==> config.mk <==
export PLATFORM = sky130hd
export DESIGN_NAME = ctrl_sequencer
export DESIGN_NICKNAME = d
export VERILOG_FILES = /design/src/rtl/ctrl_pkg.sv /design/src/rtl/ctrl_decode.sv /design/src/rtl/ctrl_sequencer.sv
export SDC_FILE = /design/constraint.sdc
export NUM_CORES = 1
export LEC_CHECK = 0
export ABC_AREA = 0
export CORE_ASPECT_RATIO = 1.75
export CORE_MARGIN = 5
export CORE_UTILIZATION = 48
export CTS_CLUSTER_SIZE = 8
export DETAILED_ROUTE_END_ITERATION = 7
export GPL_ROUTABILITY_DRIVEN = 0
export PLACE_DENSITY = 0.79
export SETUP_SLACK_MARGIN = 0.3
export SYNTH_ARGS = -nofsm -noshare
export SYNTH_HDL_FRONTEND = slang
export SYNTH_SLANG_ARGS = --single-unit
export TNS_END_PERCENT = 100
==> constraint.sdc <==
create_clock -name Clk -period 2.2 [get_ports Clk]
set_input_delay 0.66 -clock Clk [delete_from_list [all_inputs] [get_ports Clk]]
set_output_delay 0.66 -clock Clk [all_outputs]
set_load 0.005 [all_outputs]
==> src/rtl/ctrl_pkg.sv <==
// Shared types and encodings for the multi-cycle control sequencer.
package ctrl_pkg;

  typedef enum logic [2:0] {
    FETCH,
    EXEC,
    MEM,
    WB,
    HALT
  } state_t;

  // Instruction class, taken from the top two opcode bits
  localparam logic [1:0] CLS_R  = 2'b00;
  localparam logic [1:0] CLS_LS = 2'b01;
  localparam logic [1:0] CLS_BR = 2'b10;
  localparam logic [1:0] CLS_MV = 2'b11;

  // ALU operation selects
  localparam logic [1:0] ALU_R    = 2'b00;  // R-type
  localparam logic [1:0] ALU_AF1  = 2'b01;  // A-type, Funct1=1
  localparam logic [1:0] ALU_AF0  = 2'b10;  // A-type, Funct1=0
  localparam logic [1:0] ALU_BR   = 2'b11;  // branch compare

  // Datapath control bundle
  typedef struct packed {
    logic       branch;
    logic       write_reg;
    logic       mem_write;
    logic       mem_read;
    logic       pc_en;
    logic [1:0] alu_op;
    logic [1:0] reg_c;
    logic [1:0] write_c;
  } ctrl_t;

endpackage

==> src/rtl/ctrl_decode.sv <==
// Combinational EXEC-state decode of a captured instruction.
module ctrl_decode
  import ctrl_pkg::*;
#(
  parameter int OPW = 5
) (
  input  logic [1:0]     i_cls,
  input  logic [OPW-3:0] i_sub,
  input  logic           i_funct1,
  input  logic           i_funct2,
  output ctrl_t          o_ctrl
);

  localparam int SUBW = OPW - 2;

  // Map class/sub/funct to EXEC controls; load/store never executes here
  always_comb begin
    o_ctrl = '0;
    case (i_cls)
      CLS_R: begin
        o_ctrl.pc_en = 1'b1;
        if (i_sub == '0) begin
          o_ctrl.reg_c     = 2'b00;
          o_ctrl.write_reg = 1'b1;
          o_ctrl.alu_op    = i_funct1 ? ALU_AF1 : ALU_AF0;
        end else begin
          o_ctrl.reg_c     = 2'b01;
          o_ctrl.alu_op    = ALU_R;
          o_ctrl.write_reg = (i_sub != SUBW'(6));
        end
      end
      CLS_BR: begin
        o_ctrl.pc_en  = 1'b1;
        o_ctrl.reg_c  = 2'b01;
        o_ctrl.branch = 1'b1;
        o_ctrl.alu_op = ALU_BR;
      end
      CLS_MV: begin
        o_ctrl.pc_en     = 1'b1;
        o_ctrl.reg_c     = {1'b1, ~i_funct2};
        o_ctrl.write_c   = {1'b1, i_funct2};
        o_ctrl.write_reg = 1'b1;
      end
      default: o_ctrl = '0;
    endcase
  end

endmodule

==> src/rtl/ctrl_sequencer.sv <==
// Multi-cycle control sequencer: FETCH/EXEC/MEM/WB/HALT with memory timeout.
module ctrl_sequencer
  import ctrl_pkg::*;
#(
  parameter int OPW         = 5,
  parameter int CNTW        = 16,
  parameter int MEM_TIMEOUT = 15
) (
  input  logic            Clk,
  input  logic            Reset_n,
  input  logic            Start,
  input  logic            Instr_Valid,
  output logic            Instr_Ready,
  input  logic [OPW-1:0]  Opcode,
  input  logic            Funct1,
  input  logic            Funct2,
  input  logic            Mem_Ack,
  output logic            Branch,
  output logic            Write_Reg,
  output logic            Mem_Write,
  output logic            Mem_Read,
  output logic            Pc_En,
  output logic [1:0]      ALU_Op,
  output logic [1:0]      Reg_C,
  output logic [1:0]      Write_C,
  output logic            Halted,
  output logic            Mem_Err,
  output logic [CNTW-1:0] Instr_Count
);

  localparam int WW = (MEM_TIMEOUT > 1) ? $clog2(MEM_TIMEOUT) : 1;

  state_t          r_state;
  logic [OPW-1:0]  r_op;
  logic            r_f1;
  logic            r_f2;
  logic [WW-1:0]   r_wait;
  logic [CNTW-1:0] r_cnt;
  logic            r_err;

  logic [1:0]      w_in_cls;
  logic [OPW-3:0]  w_in_sub;
  logic            w_in_halt;
  ctrl_t           w_dec;
  ctrl_t           w_out;

  assign w_in_cls  = Opcode[OPW-1:OPW-2];
  assign w_in_sub  = Opcode[OPW-3:0];
  assign w_in_halt = (w_in_cls == CLS_R) && (w_in_sub == '1);

  ctrl_decode #(.OPW(OPW)) u_decode (
    .i_cls    (r_op[OPW-1:OPW-2]),
    .i_sub    (r_op[OPW-3:0]),
    .i_funct1 (r_f1),
    .i_funct2 (r_f2),
    .o_ctrl   (w_dec)
  );

  // State machine, instruction register, wait/retire counters and error flag
  always_ff @(posedge Clk or negedge Reset_n) begin
    if (!Reset_n) begin
      r_state <= FETCH;
      r_op    <= '0;
      r_f1    <= 1'b0;
      r_f2    <= 1'b0;
      r_wait  <= '0;
      r_cnt   <= '0;
      r_err   <= 1'b0;
    end else begin
      case (r_state)
        FETCH: begin
          if (Instr_Valid) begin
            r_op   <= Opcode;
            r_f1   <= Funct1;
            r_f2   <= Funct2;
            r_wait <= '0;
            if (w_in_halt) begin
              r_state <= HALT;
              r_cnt   <= r_cnt + CNTW'(1);
            end else if (w_in_cls == CLS_LS) begin
              r_state <= MEM;
            end else begin
              r_state <= EXEC;
            end
          end
        end
        EXEC: begin
          r_state <= FETCH;
          r_cnt   <= r_cnt + CNTW'(1);
        end
        MEM: begin
          // Acknowledge takes priority over a timeout in the same cycle
          if (Mem_Ack) begin
            r_state <= WB;
          end else if (r_wait == WW'(MEM_TIMEOUT - 1)) begin
            r_state <= FETCH;
            r_err   <= 1'b1;
          end else begin
            r_wait  <= r_wait + WW'(1);
          end
        end
        WB: begin
          r_state <= FETCH;
          r_cnt   <= r_cnt + CNTW'(1);
        end
        HALT: begin
          if (Start) r_state <= FETCH;
        end
        default: r_state <= FETCH;
      endcase
    end
  end

  // Moore output selection from state and captured instruction
  always_comb begin
    w_out = '0;
    case (r_state)
      EXEC: w_out = w_dec;
      MEM: begin
        w_out.reg_c     = 2'b10;
        w_out.write_c   = 2'b01;
        w_out.mem_write = r_f2;
        w_out.mem_read  = ~r_f2;
      end
      WB: begin
        w_out.reg_c     = 2'b10;
        w_out.write_c   = 2'b01;
        w_out.write_reg = ~r_f2;
        w_out.pc_en     = 1'b1;
      end
      default: w_out = '0;
    endcase
  end

  assign Branch      = w_out.branch;
  assign Write_Reg   = w_out.write_reg;
  assign Mem_Write   = w_out.mem_write;
  assign Mem_Read    = w_out.mem_read;
  assign Pc_En       = w_out.pc_en;
  assign ALU_Op      = w_out.alu_op;
  assign Reg_C       = w_out.reg_c;
  assign Write_C     = w_out.write_c;
  assign Instr_Ready = (r_state == FETCH);
  assign Halted      = (r_state == HALT);
  assign Mem_Err     = r_err;
  assign Instr_Count = r_cnt;

endmodule
==> summary.md, run 1 <==
| Metric | Value |
|---|---|
| Status | finished with violations |
| Violated checks | setup timing |
| Clock power share | 0.179 |
| Setup Crit Path Kind | reg2out |
| Root Buffer | clkbuf_8 |
| Critical Path RT | 1.54 ns |
| TritonCTS clock tree | done |
| Asr flop ratio synth | 1.00 |
| Ranking of synthesized cells by area | dfrtp_1 (47%), xor2_1 (8.5%), ha_1 (5.3%), mux2_2 (3.4%), nor4b_1 (3.2%) |
| Top-area cell type share of the netlist area | 0.472 |
| Most frequent cell after synthesis | dfrtp_1 |
| WP buf/inv | 2 |
| Cells after Synth | 163 |
| Crit end category | primary output |
| Seq pwr share | 0.259 |
| Ys Warns | 0 |
| Unrepaired setup endpoints after global routing | yes |
| Chip width | 54.2 um |
| Seq/Total Area, Yosys | 0.472 |
| Ant diodes | 0 |
| Max stage delay on crit path | 0.40 ns |
| PwrDens | 1160 nW/um^2 |
| Die height | 87.4 um |
| R2r setup slk | 0.29 ns |
| Top Ports | 42 |
| Slew HR | 0.602 |
| Min-Delay Path Class | reg2reg |
| DRT iter0 DRCs | 50 |
| Core box area | 3360 um^2 |
| Setup Viol. Count Final | 2 |
| Number of max-cap violations | 0 |
| Period utilization | 1.03 |
| Syn Nets | 182 |
| Global-route wire length before repair | 9.08 mm |
| Mapped Area | 1640 um^2 |
| Start point of the worst hold path | Mem_Err |
| Initial Util | 0.488 |
| Placed Area | 2280 um^2 |
| Unique cell type count in the Yosys netlist | 35 |
| Startpoint Class | register |
| Fmax achieved | 440 MHz |
| Die footprint | 4740 um^2 |
| # hold bufs at CTS | 0 |
| Hold Vio Cnt, Final | 0 |
| Skew final | 0.0106 ns |
| EDFF count, synth | 0 |
| Utilization after layout | 0.863 |
| Initial antenna violation count | 0 |
| Internal power | 2020 uW |
| Number of port buffers | 41 |
| Vias in the first global route | 1,861 |
| Largest net degree at the start of global routing | 32 |
| Leak | 0.00143 uW |
| Cell-by-cell trace of the critical path | inv_2 > ha_4 > or3_1 > a21oi_1 > buf_2 |
| Worst path slowest cell | dfrtp_1 |
| Clk sinks | 31 |
| Layout cells sized above 1 | 0.473 |
| Slew @ Worst Pin | 0.595 ns |
| Synth top cells by count | dfrtp_1 (31), xor2_1 (16), nor2_1 (11) |
| Part of the power in combinational logic | 0.562 |
| DRT Pass-1 Iters | 4 |
| ANT nets after route | 0 |
| Fin area | 2900 um^2 |
| H-tree levels | 2 |
| Critical path launch point | r_op[3] |
| VDD IR max | 1060 uV |
| RR Startpoint | r_state[2] |
| Final nets | 276 |
| CP top delay family | flip-flops |
| PnR worst setup slack | -0.0739 ns |
| Switching Power | 1340 uW |
| Syn_area_per_cell | 10.1 um^2 |
| Sw Share | 0.399 |
| TritonCTS Buffers | 5 |
| Area grow syn2layout | 76.7% |
| Prevailing post-synth register cell | dfrtp_1 |
| WL/cell | 21.7 um |
| Min Tclk post-route | 2.27 ns |
| Yosys top cell by area | dfrtp_1 |
| Fin. max-slew vios | 0 |
| Final wirelength | 6.58 mm |
| Std cell rows | 28 |
| Total global routing overflow | 0 |
| Place WS | -0.235 ns |
| GRT Total Usage | 0.268 |
| Critical path arrival | 1.61 ns |
| Bufs on Longest Clock Path | 2 |
| CP Max Fanout | 2 |
| Clk slew on worst S/H paths | 0.08 ns |
| Vias/cell | 5.74 |
| Register bit total from synthesis | 31 |
| HPWL after DPL | 3.28 mm |
| Clock Latency Late Sink | 0.29 ns |
| DR DRC count | 0 |
| Via count | 1,739 |
state kept, by name (all words and copies together), names as in the netlist:
| signal | flops |
|---|---|
| Mem_Err | 1 |
| r_wait | 4 |
| r_f2 | 1 |
| r_f1 | 1 |
| r_state | 3 |
| r_op | 5 |
| Instr_Count | 16 |
metal layers:
metal / part of all wire / vias to the layer above / track usage
met3: 0.053 / 25 / 0.0446
met2: 0.56 / 77 / 0.491
met4: 0.041 / 0 / 0.141
met5: 0 / - / 0
met1: 0.35 / 874 / 0.272
li1: - / 763 / -
final timing paths:
kind / end / depth (start not counted)
worst max-delay path: Write_Reg / 5
worst min-delay path: Mem_Err / 1
worst max register to register: r_op[4] / 9
worst min register to register: Mem_Err / 1
max in group asynchronous: r_state[1] / 2
min in group asynchronous: r_state[0] / 2
power groups by stage:
stage                     registers [uW]  logic, uW  clock network, uW
after detailed placement             881       1230                  0
after global routing                 886       2000                628
after global placement               863       1180                  0
final                                870       1890                601
after floorplan                      843        575                  0
after CTS                            854       1620                594
cells by family (layout without fill, tap and decap cells):
group / count (synthesis) / count (layout) / share of synthesized area
and+or+nand+nor: 69 / 69 / 0.239
DFF: 31 / 31 / 0.472
AOI/OAI and AO/OA: 19 / 19 / 0.0663
xor gates and xnor gates: 17 / 17 / 0.0906
buffers and inverters: 14 / 109 / 0.0373
adders and majority gates: 7 / 7 / 0.0533
muxes: 6 / 6 / 0.0411
placed cells by master (no fill, tap or decap), types with 2 or more instances in the layout:
master           netlist  routed
dlymetal6s2s_1         0       6
mux2_2                 5       5
and2_1                 3       2
buf_2                  1      11
buf_6                  1      10
nand4_1                3       3
nor3_1                10       6
dlygate4sd2_1          0       4
dfrtp_1               31      30
ha_4                   0       4
a31oi_2                0       2
clkdlybuf4s50_1        0      18
and3_1                 3       2
inv_2                  0       3
clkbuf_8               0       6
nor4_4                 0       3
nand3b_1               2       2
a21oi_2                0       4
a21oi_1                6       2
nand2_1               10       9
ha_1                   7       3
nor4b_4                0       4
nor2_2                 1       2
o21ai_0                7       7
buf_4                  0      43
xor2_1                16      16
nor2_1                11       7
and4_1                 2       2
nand2b_4               0       2
inv_1                  7       3
nor3_2                 0       3
nor3b_1                2       2
nand3_1                5       4
nor2_4                 0       3
cell type report:
| type | instances | area [um^2] |
|---|---|---|
| Sequential cell | 31 | 777 |
| Fill cell | 175 | 460 |
| Clock inverter | 2 | 35.0 |
| Inverter | 7 | 30.0 |
| Multi-Input combinational cell | 118 | 1110 |
| Timing Repair Buffer | 94 | 812 |
| Clock buffer | 6 | 82.6 |
| Tap cell | 45 | 56.3 |
per-stage QoR:
stage / cells / setup TNS (ns) / hold WS [ns] / power (uW)
5_1_grt: 303 / -0.217 / 0.491 / 3510
6_report: 303 / -0.0773 / 0.476 / 3360
2_1_floorplan: 163 / 0 / 0.364 / 1420
3_5_place_dp: 270 / -1.57 / 0.462 / 2110
4_1_cts: 293 / -0.0921 / 0.475 / 3070
3_3_place_gp: 270 / -0.923 / 0.444 / 2040
timing repair:
action	in CTS	in global routing
buffers inserted	14	10
gates cloned	1	0
gates resized for setup	109	26
pin swaps	17	13
setup endpoints to repair	33	45
(Power assumes the default switching activity.)
==> inputs of run 2 (changes only) <==
--- a/config.mk
+++ b/config.mk
@@ -9,6 +9,7 @@
 export CORE_ASPECT_RATIO = 1.75
 export CORE_MARGIN = 5
 export CORE_UTILIZATION = 48
+export CTS_CLUSTER_DIAMETER = 80
 export CTS_CLUSTER_SIZE = 8
 export DETAILED_ROUTE_END_ITERATION = 7
 export GPL_ROUTABILITY_DRIVEN = 0
==> results of run 2 <==
Same layout as run 1: the final DEF is identical, and so are final timing and power.
==> inputs of run 3 (changes only) <==
--- a/config.mk
+++ b/config.mk
@@ -6,7 +6,6 @@
 export NUM_CORES = 1
 export LEC_CHECK = 0
 export ABC_AREA = 0
-export CORE_ASPECT_RATIO = 1.75
 export CORE_MARGIN = 5
 export CORE_UTILIZATION = 48
 export CTS_CLUSTER_DIAMETER = 80
@@ -15,6 +14,7 @@
 export GPL_ROUTABILITY_DRIVEN = 0
 export PLACE_DENSITY = 0.79
 export SETUP_SLACK_MARGIN = 0.3
+export SLEW_MARGIN = 20
 export SYNTH_ARGS = -nofsm -noshare
 export SYNTH_HDL_FRONTEND = slang
 export SYNTH_SLANG_ARGS = --single-unit
==> summary.md, run 3 (synthesis results as in run 1) <==
| Metric | Value |
|---|---|
| Setup Crit Path Kind | reg2out (unchanged) |
| Slew HR | 0.629 (was 0.602) |
| Clk sinks | 31 (unchanged) |
| CP Max Fanout | 3 (was 2) |
| ANT nets after route | 0 (unchanged) |
| Slew @ Worst Pin | 0.554 ns (was 0.595 ns) |
| Hold Vio Cnt, Final | 0 (unchanged) |
| Worst Hold End | Instr_Count[14] (was Mem_Err) |
| R2r setup slk | 0.27 ns (was 0.29 ns) |
| Skew final | 0.00852 ns (was 0.0106 ns) |
| Initial antenna violation count | 0 (unchanged) |
| Startpoint Class | register (unchanged) |
| Number of port buffers | 41 (unchanged) |
| Vias/cell | 5.81 (was 5.74) |
| Cell-by-cell trace of the critical path | inv_2 > ha_4 > or3_4 > a21oi_2 > buf_2 (was inv_2 > ha_4 > or3_1 > a21oi_1 > buf_2) |
| Die footprint | 4690 um^2 (was 4740 um^2) |
| Critical Path RT | 1.54 ns (about the same) |
| Std cell rows | 21 (was 28) |
| PwrDens | 1090 nW/um^2 (was 1160 nW/um^2) |
| Max FFs per register | 16 (unchanged) |
| Unrepaired setup endpoints after global routing | yes (unchanged) |
| Max stage delay on crit path | 0.42 ns (was 0.40 ns) |
| WHS | 0.510 ns (was 0.476 ns) |
| Fmax achieved | 418 MHz (was 440 MHz) |
| # hold bufs at CTS | 0 (unchanged) |
| Vias in the first global route | 1,847 (was 1,861) |
| Total global routing overflow | 0 (unchanged) |
| Global-route wire length before repair | 9.20 mm (was 9.08 mm) |
| Setup TNS | -0.444 ns (was -0.0773 ns) |
| H-tree levels | 2 (unchanged) |
| Most common cell after layout, fill and taps aside | buf_4 (unchanged) |
| Violated checks | setup timing (unchanged) |
| Initial Util | 0.492 (was 0.488) |
| Chip width | 68.5 um (was 54.2 um) |
| Die height | 68.5 um (was 87.4 um) |
| Via count | 1,849 (was 1,739) |
| Layout cells sized above 1 | 0.526 (was 0.473) |
| Top Ports | 42 (unchanged) |
| DRT iter0 DRCs | 140 (was 50) |
| TritonCTS Buffers | 5 (unchanged) |
| Multi-input gate area | 1160 um^2 (was 1110 um^2) |
| Min-Delay Path Class | reg2reg (unchanged) |
| RR Endpoint | r_wait[3] (was r_op[4]) |
| Start point of the worst hold path | Instr_Count[14] (was Mem_Err) |
| WL/cell | 22.3 um (was 21.7 um) |
| Worst path slowest cell | dfrtp_1 (unchanged) |
| Hold Path Stages | 1 (unchanged) |
| Clock Latency Late Sink | 0.35 ns (was 0.29 ns) |
| Core box area | 3340 um^2 (was 3360 um^2) |
| VDD IR max | 689 uV (was 1060 uV) |
| Area grow syn2layout | 85.8% (was 76.7%) |
| Bufs on Longest Clock Path | 2 (unchanged) |
| DR DRC count | 0 (unchanged) |
| Setup Viol. Count Final | 6 (was 2) |
| Min Tclk post-route | 2.39 ns (was 2.27 ns) |
| PnR worst setup slack | -0.194 ns (was -0.0739 ns) |
| HPWL after DPL | 3.11 mm (was 3.28 mm) |
| FF+latch area | 778 um^2 (was 777 um^2) |
| Leak | 0.00169 uW (was 0.00143 uW) |
| Crit end category | primary output (unchanged) |
| DRT Pass-1 Iters | 4 (unchanged) |
| Most frequent cells in the layout | buf_4 (49), dfrtp_1 (29), buf_6 (17) (was buf_4 (43), dfrtp_1 (30), clkdlybuf4s50_1 (18)) |
| Fin. max-slew vios | 0 (unchanged) |
| Final nets | 290 (was 276) |
| Largest net degree at the start of global routing | 32 (unchanged) |
| Status | finished with violations (unchanged) |
| GRT Total Usage | 0.274 (was 0.268) |
| TritonCTS clock tree | done (unchanged) |
| Clk slew on worst S/H paths | 0.10 ns (was 0.08 ns) |
| Total chip power | 3320 uW (was 3360 uW) |
| Number of max-cap violations | 0 (unchanged) |
| Root Buffer | clkbuf_4 (was clkbuf_8) |
| # fillers | 123 (was 175) |
| Critical path arrival | 1.73 ns (was 1.61 ns) |
| Final wirelength | 7.10 mm (was 6.58 mm) |
| Period utilization | 1.09 (was 1.03) |
| Ant diodes | 0 (unchanged) |
| R2R depth | 7 (was 9) |
| RR Startpoint | r_state[2] (unchanged) |
==> run 3: routing by layer <==
layer | share of wire | track usage
met5 | 0 | 0
met4 | 0.046 | 0.139
met3 | 0.067 | 0.0713
met2 | 0.51 | 0.480
met1 | 0.38 | 0.304
==> run 3: worst max-delay path by stage <==
stage,slack [ns],from,depth (start not counted),end
finish,-0.19,r_op[3],5,Write_Reg
global route,-0.23,r_op[3],6,Write_Reg
CTS,-0.12,r_op[3],6,Write_Reg
detailed placement,-0.28,r_op[3],5,Reg_C[0]
global placement,-0.14,r_op[3],5,Write_Reg
floorplan,0.35,Opcode[2],5,Instr_Count[11]
==> run 3: layout make-up <==
type | count | area share
clock buffers | 7 | 0.0148
clock inverters | 1 | 0.00164
inverters | 7 | 0.0103
multi-input cells | 118 | 0.381
flip-flops and latches | 31 | 0.255
well taps | 46 | 0.0189
repair buffers | 108 | 0.319
==> run 3: metrics by stage <==
step / area, um^2 / cells / utilization / worst slack (ns)
final: 3050 / 318 / 0.915 / -0.194
after global routing: 3050 / 318 / 0.915 / -0.228
after CTS: 2690 / 302 / 0.806 / -0.118
after detailed placement: 2270 / 269 / 0.681 / -0.276
after global placement: 2270 / 269 / 0.681 / -0.137
after floorplan: 1640 / 163 / - / 0.354
==> run 3: report_power, final <==
| group | switching, uW | leakage [uW] | internal (uW) |
|---|---|---|---|
| Sequential | 170 | 0.000404 | 723 |
| Combinational | 1030 | 0.00126 | 1050 |
| Clock | 212 | 0.0000293 | 124 |
==> run 3: worst max-delay path, delay by kind of cell (launching register included) <==
kind	cells	cell delay [ns]
AOI/OAI and AO/OA	1	0.14
buffers and inverters	2	0.24
adders and majority gates	1	0.20
DFF	1	0.42
and+or+nand+nor	1	0.37
==> run 3: repair_timing <==
item	CTS	global route
setup buffers	24	15
cloned	1	1
setup endpoints to repair	42	43
pin swaps	16	17
resized for setup	112	54
